==> config.mk <==
export PLATFORM = sky130hd
export DESIGN_NAME = falling_sprite_addr_gen
export DESIGN_NICKNAME = d
export VERILOG_FILES = /design/src/rtl/sprite_pkg.sv /design/src/rtl/sprite_addr_calc.sv /design/src/rtl/falling_sprite_addr_gen.sv
export SDC_FILE = /design/constraint.sdc
export NUM_CORES = 1
export LEC_CHECK = 0
export CAP_MARGIN = 10
export CORE_ASPECT_RATIO = 0.5
export CORE_MARGIN = 4
export CORE_UTILIZATION = 60
export DETAILED_ROUTE_END_ITERATION = 12
export GPL_ROUTABILITY_DRIVEN = 0
export PLACE_DENSITY = 0.88
export SETUP_SLACK_MARGIN = 0.5
export SLEW_MARGIN = 10
export SYNTH_ARGS = -nofsm -noshare
export SYNTH_HDL_FRONTEND = slang
export SYNTH_HIERARCHICAL = 1
export SYNTH_SLANG_ARGS = --single-unit
==> constraint.sdc <==
create_clock -name clk -period 12.6 [get_ports clk]
set_input_delay 2.52 -clock clk [delete_from_list [all_inputs] [get_ports clk]]
set_output_delay 2.52 -clock clk [all_outputs]
set_load 0.01 [all_outputs]
==> src/rtl/sprite_pkg.sv <==
// Shared types for the falling-sprite address generator: FSM states, the
// per-kind sprite geometry table and its lookup helpers.
package sprite_pkg;

    typedef enum logic [1:0] {
        SPAWN,
        FALL,
        LAND
    } state_t;

    typedef struct packed {
        logic [6:0]  w;
        logic [5:0]  h;
        logic [13:0] base;
    } kind_info_t;

    localparam kind_info_t KIND_TABLE [8] = '{
        '{w: 7'd80, h: 6'd20, base: 14'd0},
        '{w: 7'd60, h: 6'd40, base: 14'd1600},
        '{w: 7'd60, h: 6'd40, base: 14'd4000},
        '{w: 7'd40, h: 6'd40, base: 14'd6400},
        '{w: 7'd60, h: 6'd40, base: 14'd8000},
        '{w: 7'd60, h: 6'd40, base: 14'd10400},
        '{w: 7'd60, h: 6'd40, base: 14'd12800},
        '{w: 7'd60, h: 6'd40, base: 14'd12800}
    };

    // Kinds beyond the table reuse the last entry.
    function automatic kind_info_t kind_lookup(input int unsigned idx);
        logic [2:0] sel;
        sel = (idx > 32'd7) ? 3'd7 : idx[2:0];
        return KIND_TABLE[sel];
    endfunction

    function automatic int centre_x(input int x0, input int fw, input int w);
        return x0 + (fw - w) / 2;
    endfunction

endpackage

==> src/rtl/sprite_addr_calc.sv <==
// Combinational pixel classifier: border, sprite texel or playfield background,
// producing the block-ROM address for the current pixel.
module sprite_addr_calc
    import sprite_pkg::*;
#(
    parameter int FIELD_X0   = 220,
    parameter int FIELD_W    = 200,
    parameter int FIELD_H    = 400,
    parameter int ADDR_W     = 17,
    parameter int WHITE_ADDR = 18000,
    parameter int BLACK_ADDR = 16400
) (
    input  logic [9:0]        h_cnt,
    input  logic [9:0]        v_cnt,
    input  logic [10:0]       pos_x,
    input  logic [10:0]       pos_y,
    input  kind_info_t        info,
    output logic [ADDR_W-1:0] addr
);

    localparam logic [10:0] FX0 = 11'(FIELD_X0);
    localparam logic [10:0] FXE = 11'(FIELD_X0 + FIELD_W);
    localparam logic [10:0] FH  = 11'(FIELD_H);

    logic [10:0] h_pos;
    logic [10:0] v_pos;
    logic [10:0] box_w;
    logic [10:0] box_h;
    logic [10:0] dx;
    logic [10:0] dy;
    logic [12:0] row_off;
    logic        outside;
    logic        in_box;

    always_comb begin
        h_pos   = {1'b0, h_cnt};
        v_pos   = {1'b0, v_cnt};
        box_w   = 11'(info.w);
        box_h   = 11'(info.h);
        dx      = h_pos - pos_x;
        dy      = v_pos - pos_y;
        // Only meaningful inside the box, where dy < 40 keeps this within 13 bits.
        row_off = 13'(info.w) * 13'(dy);
        outside = (h_pos < FX0) || (h_pos >= FXE) || (v_pos >= FH);
        in_box  = (h_pos >= pos_x) && (h_pos < pos_x + box_w) &&
                  (v_pos >= pos_y) && (v_pos < pos_y + box_h);
        if (outside)
            addr = ADDR_W'(BLACK_ADDR);
        else if (in_box)
            addr = ADDR_W'(info.base) + ADDR_W'(dx) + ADDR_W'(row_off);
        else
            addr = ADDR_W'(WHITE_ADDR);
    end

endmodule

==> src/rtl/falling_sprite_addr_gen.sv <==
// Falling-sprite FSM, position registers and registered ROM address.
// Optional sideways movement is built only when SPRITE_HMOVE_EN is defined.
module falling_sprite_addr_gen
    import sprite_pkg::*;
#(
    parameter int FIELD_X0   = 220,
    parameter int FIELD_W    = 200,
    parameter int FIELD_H    = 400,
    parameter int STEP_Y     = 20,
    parameter int STEP_X     = 20,
    parameter int KIND_W     = 3,
    parameter int ADDR_W     = 17,
    parameter int WHITE_ADDR = 18000,
    parameter int BLACK_ADDR = 16400
) (
    input  logic              clk,
    input  logic              rst_n,
    input  logic [9:0]        h_cnt,
    input  logic [9:0]        v_cnt,
    input  logic              frame_tick,
    input  logic              pause,
    input  logic [KIND_W-1:0] kind_in,
    input  logic              move_left,
    input  logic              move_right,
    output logic [ADDR_W-1:0] pixel_addr,
    output logic              landed,
    output logic [9:0]        sprite_x,
    output logic [9:0]        sprite_y
);

    localparam logic [10:0] FH      = 11'(FIELD_H);
    localparam logic [10:0] SY      = 11'(STEP_Y);
    localparam logic [10:0] X_RESET = 11'(centre_x(FIELD_X0, FIELD_W, int'(KIND_TABLE[0].w)));

    state_t            state_reg;
    logic [KIND_W-1:0] kind_q_reg;
    logic [10:0]       x_reg;
    logic [10:0]       y_reg;
    logic [ADDR_W-1:0] pixel_addr_reg;
    logic              landed_reg;

    kind_info_t        cur_info;
    kind_info_t        spawn_info;
    logic [10:0]       cur_h;
    logic [10:0]       spawn_x;
    logic [10:0]       x_next;
    logic [ADDR_W-1:0] addr_next;
    logic              qual_tick;

    assign cur_info   = kind_lookup(32'(kind_q_reg));
    assign spawn_info = kind_lookup(32'(kind_in));
    assign cur_h      = 11'(cur_info.h);
    assign spawn_x    = 11'(centre_x(FIELD_X0, FIELD_W, int'(spawn_info.w)));
    assign qual_tick  = frame_tick & ~pause;

`ifdef SPRITE_HMOVE_EN
    localparam logic [10:0] FX0 = 11'(FIELD_X0);
    localparam logic [10:0] FXE = 11'(FIELD_X0 + FIELD_W);
    localparam logic [10:0] SX  = 11'(STEP_X);

    // A shift that would leave the playfield is dropped, not clamped.
    always_comb begin
        x_next = x_reg;
        if (move_left && !move_right && (x_reg >= FX0 + SX))
            x_next = x_reg - SX;
        else if (move_right && !move_left && (x_reg + 11'(cur_info.w) + SX <= FXE))
            x_next = x_reg + SX;
    end
`else
    logic unused_moves;
    assign unused_moves = move_left ^ move_right;
    assign x_next       = x_reg;
`endif

    sprite_addr_calc #(
        .FIELD_X0  (FIELD_X0),
        .FIELD_W   (FIELD_W),
        .FIELD_H   (FIELD_H),
        .ADDR_W    (ADDR_W),
        .WHITE_ADDR(WHITE_ADDR),
        .BLACK_ADDR(BLACK_ADDR)
    ) u_addr_calc (
        .h_cnt(h_cnt),
        .v_cnt(v_cnt),
        .pos_x(x_reg),
        .pos_y(y_reg),
        .info (cur_info),
        .addr (addr_next)
    );

    always_ff @(posedge clk) begin
        if (!rst_n) begin
            state_reg      <= SPAWN;
            kind_q_reg     <= '0;
            x_reg          <= X_RESET;
            y_reg          <= '0;
            pixel_addr_reg <= ADDR_W'(BLACK_ADDR);
            landed_reg     <= 1'b0;
        end else begin
            pixel_addr_reg <= addr_next;
            landed_reg     <= 1'b0;
            case (state_reg)
                SPAWN: begin
                    kind_q_reg <= kind_in;
                    y_reg      <= '0;
                    x_reg      <= spawn_x;
                    state_reg  <= FALL;
                end
                FALL: begin
                    if (qual_tick) begin
                        x_reg <= x_next;
                        // landed is raised together with the move into LAND so it spans that cycle.
                        if (y_reg + cur_h + SY > FH) begin
                            y_reg      <= FH - cur_h;
                            state_reg  <= LAND;
                            landed_reg <= 1'b1;
                        end else begin
                            y_reg <= y_reg + SY;
                        end
                    end
                end
                LAND:    state_reg <= SPAWN;
                default: state_reg <= SPAWN;
            endcase
        end
    end

    logic unused_pos_msbs;
    assign unused_pos_msbs = x_reg[10] ^ y_reg[10];

    assign pixel_addr = pixel_addr_reg;
    assign landed     = landed_reg;
    assign sprite_x   = x_reg[9:0];
    assign sprite_y   = y_reg[9:0];

endmodule

==> summary.md <==
| Metric | Value |
|---|---|
| CTS sink count | 40 |
| Routed len/inst | between 15 and 20 um |
| Setup TNS | 0 ps |
| WS Path Type | in2reg |
| Ports | 67 |
| Status | finished clean |
| Clk_skew | around 5.4 ps |
| Remaining antenna violation count | 0 |
| Period Utilization, post-route | ~78% |
| Number of port buffers | 60 |
| DRT iter0 DRCs | 375 |
| Worst path required time | 12,780 ps |
| Count leader, synth | inv_1 |
| H-tree depth | 2 |
| Yosys warns | 6 |
| Post-CTS Setup Bufs | 0 |
| Slew @ Worst Pin | about 840 ps |
| Post_cts resized | 0 |
| WP data arrival | about 10000 ps |
| Initial DRT Pass Iterations | 5 |
| Grt ovf | 0 |
| Core Rows | 27 |
| Syn Std Cell Area | 0.00689 sq mm |
| Post-synth top cells | 114 x inv_1, 104 x ha_1, 70 x nand2_1 |
| Synth area leaders | ha_1 19%, fa_1 15%, dfxtp_1 12%, inv_1 6.2%, xnor2_1 5.2% |
| Worst hold path class | reg2reg |
| Slowest stage cell, crit path | fa_1 |
| Relative slew slack | ~44% |
| Initial antenna violation count | 0 |
| Die Wd | 160 um |
| Worst setup SP type | input port |
| Clock Path Buffers | 2 |
| Final Hold Viols | 0 |
| Final Setup Violations | 0 |
| Minimum clock period after layout | 9800 ps |
| Clock latency reported for the late side of the worst-skew pair | 290 ps |
| Crit-path max FO | 7 |
| Async SR Flop Fraction | 0% |
| Post-Syn Area per Cell | a little over 8 sq um |
| Largest net degree at the start of global routing | 28 |
| Top FF cell, synth | dfxtp_1 |
| Max Slew Vio Count | 0 |
| First-pass GRT wire length | 26.8 mm |
| Top cell type's share of synthesized area | a little under a fifth |
| Core ar. | between 0.01 and 0.015 sq mm |
| Synth-to-Final Area Change | 12.9% |
| Die Span Y | approximately 84 um |
| Mapped Cells | ~840 |
| Final Hold Slack | 511 ps |
| Placed instance area | 0.00764 sq mm |
| Via count | 5,999 |
| Die Area | 0.0134 sq mm |
| Initial core utilization | about 62% |
| R2R depth | 29 |
| Max Cap Violations | 0 |
| WHS Path Cells | 2 |
| Reg clk slew, reported paths | 60 ps |
| Num CTS Buffers | 5 |
| Vias in the first global route | between 5,000 and 6,000 |
| Max reg flops | 17 |
| Register area | 801 sq um |
| Vias/cell | 5.70 |
| Critical Path Max Stage Delay | 560 ps |
| R2R Setup Slk | slightly below 5000 ps |
| RSZ-0062 raised after global routing | false |
| Post-synthesis sequential area ratio | 11.6% |
| CTS hold repair buffers | 0 |
| Clock Tree Root | clkbuf_16 |
| Final WL | 15.8 mm |
| Antenna diodes | 0 |
| Post-synth EDFFs | 0 |
| Seq cells post-synth | 40 |
| Fin area | 0.00778 sq mm |
| Fill cell count | between 800 and 900 |
| Residual DRC | 0 |
| Cell taking the most area after synthesis | ha_1 |
| Number of nets in the layout | 1,094 |
| Area occupied by multi-input gates | ~0.0056 sq mm |
| CTS tree | done |
| FMAX | between 100 and 150 MHz |
| Global Route Usage Sum | between 20% and 30% |
| CP endpoint kind | flip-flop |
| Distinct cells, synth | 72 |
| Layout cell share with drive strength beyond 1 | 3.74% |
| Placed wire-length estimate | 12.9 mm |
==> area by class of cell <==
type	instances	share of cell area, %
Tap cell	145	2.33
Sequential cell	40	10.3
Multi-Input combinational cell	685	72.2
Clock buffer	5	1.61
Clock inverter	2	0.161
Inverter	115	5.55
Timing Repair Buffer	61	7.82
==> worst paths after layout <==
| check | from | endpoint |
|---|---|---|
| max | v_cnt[1] | pixel_addr[13] |
| min | x_next[2] | x_next[2] |
| max reg2reg | y_reg[2] | pixel_addr[13] |
| min reg2reg | x_next[2] | x_next[2] |
==> placed cells by master (no fill, tap or decap), types with 10 or more instances in the layout <==
cell type and n:
nor2b_1 13, nand2b_1 16, ha_1 104, and2_1 50
xnor2_1 41, clkdlybuf4s50_1 60, conb_1 34, xor2_1 19
o21a_1 12, fa_1 53, o21ai_0 21, nor2_1 37
nor3_1 14, a21o_1 22, o21bai_1 10, a21oi_1 55
nand2_1 70, dfxtp_1 40, inv_1 114
==> critical path, delay by kind of cell <==
| family | cells | cell delay [ps] |
|---|---|---|
| AO/OA/AOI/OAI | 7 | 1360 |
| AND/OR/NAND/NOR | 7 | 950 |
| XOR/XNOR | 4 | 1170 |
| adder cells (fa/ha/maj) | 8 | 3360 |
| buffers and inverters | 3 | 600 |
==> through the flow <==
step                worst slack (ps)  utilization (%)  cells
finish                          2800             70.0   1053
global placement                2810             68.7   1046
CTS                             2860             70.0   1053
detailed placement              2630             68.7   1046
floorplan                       3850                -    868
global route                    2430             70.0   1053
==> logic make-up (layout without fill, tap and decap cells) <==
group	count (synthesis)	after routing	share of synthesized area, %
AO/OA/AOI/OAI	177	177	17.5
XOR/XNOR	62	62	8.19
adder cells (fa/ha/maj)	157	157	34.3
other	2	34	0.109
multiplexers	4	4	0.617
flip-flops	40	40	11.6
AND/OR/NAND/NOR	251	251	19.1
buffers and inverters	143	183	8.57
==> routing by layer <==
layer,track usage [%],vias up,routed length [um]
met1,31.1,2889,7120
met5,0,-,0
met3,2.96,19,808
met4,4.17,0,143
met2,42.4,165,7740
li1,-,2926,-
Power is left out: the tool's default activity adds up to more than one toggle a clock period on the data nets, which glitch-free logic cannot reach.
